### src/rtl/shift_register_univ.sv
// Universal shift register: parallel load, logical/rotate/arithmetic shifts,
// serial in/out at both ends, and an autonomous burst engine that repeats a
// latched shift mode n times with busy/done status.
module shift_register_univ #(
  parameter int WIDTH = 8,
  localparam int CW   = $clog2(WIDTH) + 1
) (
  input  logic             clk,
  input  logic             reset,
  input  logic             en,
  input  logic             clr,
  input  logic [2:0]       mode,
  input  logic [WIDTH-1:0] d,
  input  logic             sin_l,
  input  logic             sin_r,
  input  logic             start,
  input  logic [CW-1:0]    n,
  output logic [WIDTH-1:0] q,
  output logic             so_l,
  output logic             so_r,
  output logic             busy,
  output logic             done
);

  typedef enum logic [2:0] {
    OP_HOLD = 3'b000,
    OP_LOAD = 3'b001,
    OP_SHL  = 3'b010,
    OP_SHR  = 3'b011,
    OP_ROL  = 3'b100,
    OP_ROR  = 3'b101,
    OP_ASR  = 3'b110,
    OP_RSVD = 3'b111
  } op_e;

  typedef enum logic {
    IDLE = 1'b0,
    RUN  = 1'b1
  } state_e;

  state_e           state, state_nxt;
  op_e              mode_r, mode_r_nxt;
  logic [CW-1:0]    cnt, cnt_nxt;
  logic [WIDTH-1:0] q_nxt;
  logic             done_nxt;

  // Result of one operation on the current register value; load, hold and
  // the reserved code never shift.
  function automatic logic [WIDTH-1:0] apply_op(
    input op_e              op,
    input logic [WIDTH-1:0] cur,
    input logic [WIDTH-1:0] din,
    input logic             sl,
    input logic             sr
  );
    logic [WIDTH-1:0] res;
    res = cur;
    case (op)
      OP_LOAD: res = din;
      OP_SHL:  res = {cur[WIDTH-2:0], sl};
      OP_SHR:  res = {sr, cur[WIDTH-1:1]};
      OP_ROL:  res = {cur[WIDTH-2:0], cur[WIDTH-1]};
      OP_ROR:  res = {cur[0], cur[WIDTH-1:1]};
      OP_ASR:  res = {cur[WIDTH-1], cur[WIDTH-1:1]};
      default: res = cur;
    endcase
    return res;
  endfunction

  // Only the shift family may be run as a burst; load/hold ignore start.
  function automatic logic is_burst_mode(input logic [2:0] m);
    return (m >= OP_SHL) && (m <= OP_ASR);
  endfunction

  // Next-state and next-register computation, priority clr > freeze > RUN > start > op.
  always_comb begin
    // NOTE: every target gets a default first so no path leaves it unassigned
    // and no latch is inferred.
    q_nxt      = q;
    state_nxt  = state;
    cnt_nxt    = cnt;
    mode_r_nxt = mode_r;
    done_nxt   = done;
    if (clr) begin
      q_nxt     = '0;
      state_nxt = IDLE;
      cnt_nxt   = '0;
      done_nxt  = 1'b0;
    end else if (en) begin
      done_nxt = 1'b0;
      if (state == RUN) begin
        if (cnt != '0) begin
          q_nxt   = apply_op(mode_r, q, d, sin_l, sin_r);
          cnt_nxt = cnt - {{(CW-1){1'b0}}, 1'b1};
        end else begin
          state_nxt = IDLE;
          done_nxt  = 1'b1;
        end
      end else if (start && is_burst_mode(mode)) begin
        cnt_nxt    = n;
        mode_r_nxt = op_e'(mode);
        state_nxt  = RUN;
      end else begin
        q_nxt = apply_op(op_e'(mode), q, d, sin_l, sin_r);
      end
    end
  end

  // State registers with asynchronous active-low reset.
  always_ff @(posedge clk or negedge reset) begin
    // NOTE: non-blocking assignments keep every register sampling the
    // pre-edge values, independent of statement order.
    if (!reset) begin
      q      <= '0;
      state  <= IDLE;
      cnt    <= '0;
      mode_r <= OP_HOLD;
      done   <= 1'b0;
    end else begin
      q      <= q_nxt;
      state  <= state_nxt;
      cnt    <= cnt_nxt;
      mode_r <= mode_r_nxt;
      done   <= done_nxt;
    end
  end

  assign so_l = q[WIDTH-1];
  assign so_r = q[0];
  assign busy = (state == RUN);

endmodule

### config.mk
export PLATFORM = sky130hd
export DESIGN_NAME = shift_register_univ
export DESIGN_NICKNAME = d
export VERILOG_FILES = /design/src/rtl/shift_register_univ.sv
export SDC_FILE = /design/constraint.sdc
export NUM_CORES = 1
export LEC_CHECK = 0
export ABC_AREA = 1
export ABC_CLOCK_PERIOD_IN_PS = 1200
export BUFFER_PORTS_ARGS = -buffer_cell sky130_fd_sc_hd__buf_2
export CORE_ASPECT_RATIO = 0.7
export CORE_UTILIZATION = 49
export CTS_BUF_LIST = sky130_fd_sc_hd__clkbuf_4 sky130_fd_sc_hd__clkbuf_8 sky130_fd_sc_hd__clkbuf_16
export DETAILED_ROUTE_END_ITERATION = 8
export PLACE_DENSITY_LB_ADDON = 0.08
export SLEW_MARGIN = 25
export SYNTH_ARGS = -nofsm -noshare
export SYNTH_HDL_FRONTEND = slang
export SYNTH_SLANG_ARGS = --single-unit
### constraint.sdc
create_clock -name clk -period 1.2 [get_ports clk]
set_input_delay 0.24 -clock clk [delete_from_list [all_inputs] [get_ports clk]]
set_output_delay 0.24 -clock clk [all_outputs]
set_load 0.01 [all_outputs]
==> impl_metrics.yaml <==
clock_tree:
  clk_pin_slew_worst_paths_ps: 80
  clock-sinks: 17
  cts_root_buf: "clkbuf_8"
  h-tree-depth: 1
  cts_tree: "built"
  clockBufferDepth: 2
  worst_skew_pair.late_latency_ps: 260
  cts_buffers: 3
yosys:
  synth_largest_type_area_fraction_pct: 27.18
  synth-seq-cells: 17
  synth-async-reset-ratio_pct: 100.0
  syn-mean-instance-area_um2: 6.090
  synth_cell_types: 24
  synthFlopType: "dfrtp_1"
  post_synth_main_area_contributors: "dfrtp_1, nand2_1, nand3_1"
  synth_most_common_cell: "nand2_1"
  synthesis.yosys.warnings: 0
  ys_top_cells_by_count: "nand2_1, nand3_1, nor2_1, o21ai_0, dfrtp_1"
  mappedNetlistNets: 280
  post_synth_instance_area_um2: 1565
  synthDominantAreaCellType: "dfrtp_1"
  yosysSeqAreaShare_pct: 27.18
  postSynthCellCount: 257
  synth_edf_count: 0
layout:
  final_cell_count_no_fill: 363
  finalCoreUtilization_pct: 80.86
  share_of_cells_above_drive_strength_1_pct: 41.28
  num-nets-final: 351
  area.growth.synth_to_final_pct: 51.00
  diodes: 0
drt:
  detailroute.via_count: 2165
  routed_wire_length_per_instance_um: 17.09
  detail_route.wirelength_um: 6204
  vias_per_cell: 5.964
  drt_iter0_drc: 422
  drc: 0
  ant_nets: 0
  drt_first_pass_iters: 7
job:
  maxCapViolations: 0
worst_setup_path:
  depth_of_the_worst_register_to_register_path: 10
  critical_path.reg2reg.startpoint: "mode_r[1]$_DFFE_PN0P_"
  worst-endpoint-arrival_ps: 1690
  worstReg2RegEnd: "q[1]$_DFFE_PN0P_"
  timing.critical_path.required_ps: 1350
  timing.setup.critical_path_class: "reg2reg"
  worstSetupStartpointType: "register"
  reg2reg_slack_ps: -330
  crit_path_capture_type: "register"
  critical_path.max_fanout: 7
global_routing:
  first_global_vias: 1798
  grt_max_degree: 18
  grt_first_pass_wirelength_um: 8535
  grtUsageTotal_pct: 31.80
  globalRouteOverflowTotal: 0
  initial_antenna_violation_count: 0
power_and_ir_drop:
  power_report.internal_total_mw: 1.818
  power.switching_fraction_pct: 48.16
  sequential_power_share_pct: 25.8
  static-leakage-power_nw: 1.198
  power.net_switching_mw: 1.689
  power_per_cell_area_nw_per_um2: 1484
  combinationalPowerShare_pct: 61.0
  ir_worst_vdd_v: 0.0009911
  power.clock.fraction_pct: 13.3
sta:
  setup-tns-final_ps: -2991
  tightestPinTransition_ps: 434.7
  final-hold-violation-count: 0
  setup_viol: 19
  worst_slew_margin_rel_pct: 71.02
  period_share_pct: 127.9
  finalWorstPathRequiredPeriod_ps: 1535
  fmax_mhz: 651.6
  fin_worst_skew_ps: 4.740
  rsz0062_at_grt: "yes"
  layout_setup_ws_ps: -334.8
  final-max-slew-violation-count: 0
placed_design:
  place.detailed.hpwl_um: 3485
  numPortBuffers: 33
  place.detailed.instances: 346
  gp_congestion: 0.8862
hold_path:
  holdCritPathClass: "in2reg"
  timing.hold.worst_path_depth: 5
  timing.hold.worst_endpoint: "cnt[3]$_DFFE_PN0P_"
  hold_path_startpoint: "n[3]"
die:
  rows: 16
  die_area_um2: 3428
  die_h_um: 49.29
  effective_utilization_at_floorplan_pct: 53.55
  top_level_pins: 34
  floorplan_core_area_um2: 2923
  floorplan.die.width_um: 69.56
outcome:
  violations: "negative setup slack"
  status: "finished with violations"
-- registers in the layout, indices dropped and copies added (netlist names) --
name and count:
busy 1, done 1, cnt 4, mode_r 3, q 8
-- stage by stage --
step	worst slack [ps]	cell area (µm²)	hold WS (ps)	total power [mW]
after floorplan	-28.69	1597	-55.59	1.814
after global placement	-197.6	1958	197.3	2.333
after detailed placement	-207.7	1958	202.1	2.346
after CTS	-154.6	2185	321.1	3.044
after global routing	-414.0	2364	324.1	3.686
final	-334.8	2364	310.3	3.507
-- routing by layer --
layer / GRT usage, % / share of wire (%) / vias up
met5: 0 / 0 / -
met4: 4.762 / 5.3 / 0
met3: 8.058 / 13 / 50
met2: 48.22 / 42 / 175
met1: 46.33 / 41 / 954
li1: - / - / 986
-- cell families (layout without fill, tap and decap cells) --
| family | Yosys count | after routing | share of synthesized area (%) |
|---|---|---|---|
| simple gates | 183 | 184 | 52.76 |
| compound gates | 28 | 28 | 9.753 |
| buf+inv | 27 | 96 | 8.953 |
| flops | 17 | 17 | 27.18 |
| fa+ha+maj | 1 | 1 | 0.7992 |
| xor+xnor | 1 | 1 | 0.5597 |
-- power by group through the flow --
stage	registers (mW)	logic (mW)	clock network (mW)
after floorplan	0.871	0.944	0
after global placement	0.880	1.45	0
after detailed placement	0.880	1.47	0
after CTS	0.864	1.72	0.460
after global routing	0.916	2.27	0.496
final	0.905	2.14	0.465
-- worst max-delay path, stage by stage, from the launching register on --
cell	delay, ps
dfrtp_1	440
buf_4	170
nand3_1	90
nand3_1	140
buf_6	170
nand2_1	80
nand3_1	110
nand2_1	90
nand2_1	50
nand2_1	50
nand2_1	40
-- cell usage in the layout, fill, tap and decap left out --
| master | netlist | layout |
|---|---|---|
| nand2_1 | 96 | 88 |
| nand3_1 | 36 | 33 |
| buf_2 | 2 | 31 |
| buf_4 | 7 | 30 |
| nor2_1 | 32 | 28 |
| dfrtp_1 | 17 | 15 |
| buf_6 | 1 | 13 |
| inv_2 | 7 | 9 |
| o21ai_1 | 0 | 9 |
| nand2_2 | 5 | 7 |
| nand4_1 | 6 | 6 |
| nand3_4 | 1 | 6 |
| nand2_4 | 0 | 5 |
| o21ai_2 | 0 | 5 |
| nor2_2 | 1 | 5 |
| inv_1 | 9 | 4 |
| o21ai_0 | 18 | 4 |
| inv_4 | 1 | 3 |
| a21oi_2 | 1 | 3 |
| a21oi_1 | 6 | 3 |
| clkbuf_8 | 0 | 3 |
| nor2_4 | 2 | 2 |
| nand3_2 | 3 | 2 |
| clkinvlp_4 | 0 | 2 |
| o2111ai_4 | 0 | 2 |
| dfrtp_2 | 0 | 2 |
| o22ai_4 | 0 | 1 |
| a21oi_4 | 0 | 1 |
| nand2_8 | 0 | 1 |
| nand3b_4 | 1 | 1 |
| xnor2_1 | 1 | 1 |
| ha_4 | 0 | 1 |
| dlygate4sd3_1 | 0 | 1 |
-- layout make-up --
cell class	count	area, µm²
Clock inverter	1	7.507
Timing Repair Buffer	75	536.8
Tap cell	36	45.04
Clock buffer	3	41.29
Inverter	17	75.07
Sequential cell	17	427.9
Multi-Input combinational cell	214	1230
Fill cell	194	559.3
-- how the worst max path moves through the flow --
| stage | to | from |
|---|---|---|
| 6_report | q[1]$_DFFE_PN0P_ | mode_r[1]$_DFFE_PN0P_ |
| 4_1_cts | q[0]$_DFFE_PN0P_ | mode_r[0]$_DFFE_PN0P_ |
| 2_1_floorplan | q[2]$_DFFE_PN0P_ | mode_r[2]$_DFFE_PN0P_ |
| 3_3_place_gp | q[2]$_DFFE_PN0P_ | mode[1] |
| 5_1_grt | q[1]$_DFFE_PN0P_ | mode_r[1]$_DFFE_PN0P_ |
| 3_5_place_dp | q[0]$_DFFE_PN0P_ | mode[1] |
-- what timing repair did --
action | 4_1_cts | 5_1_grt
hold buffers | 1 | 0
setup endpoints to repair | 20 | 21
gates resized for setup | 36 | 37
gates cloned | 1 | 0
setup buffers | 7 | 4
pin swaps | 7 | 15
hold endpoints to repair | 17 | 0
Power figures use the tool's default switching activity.
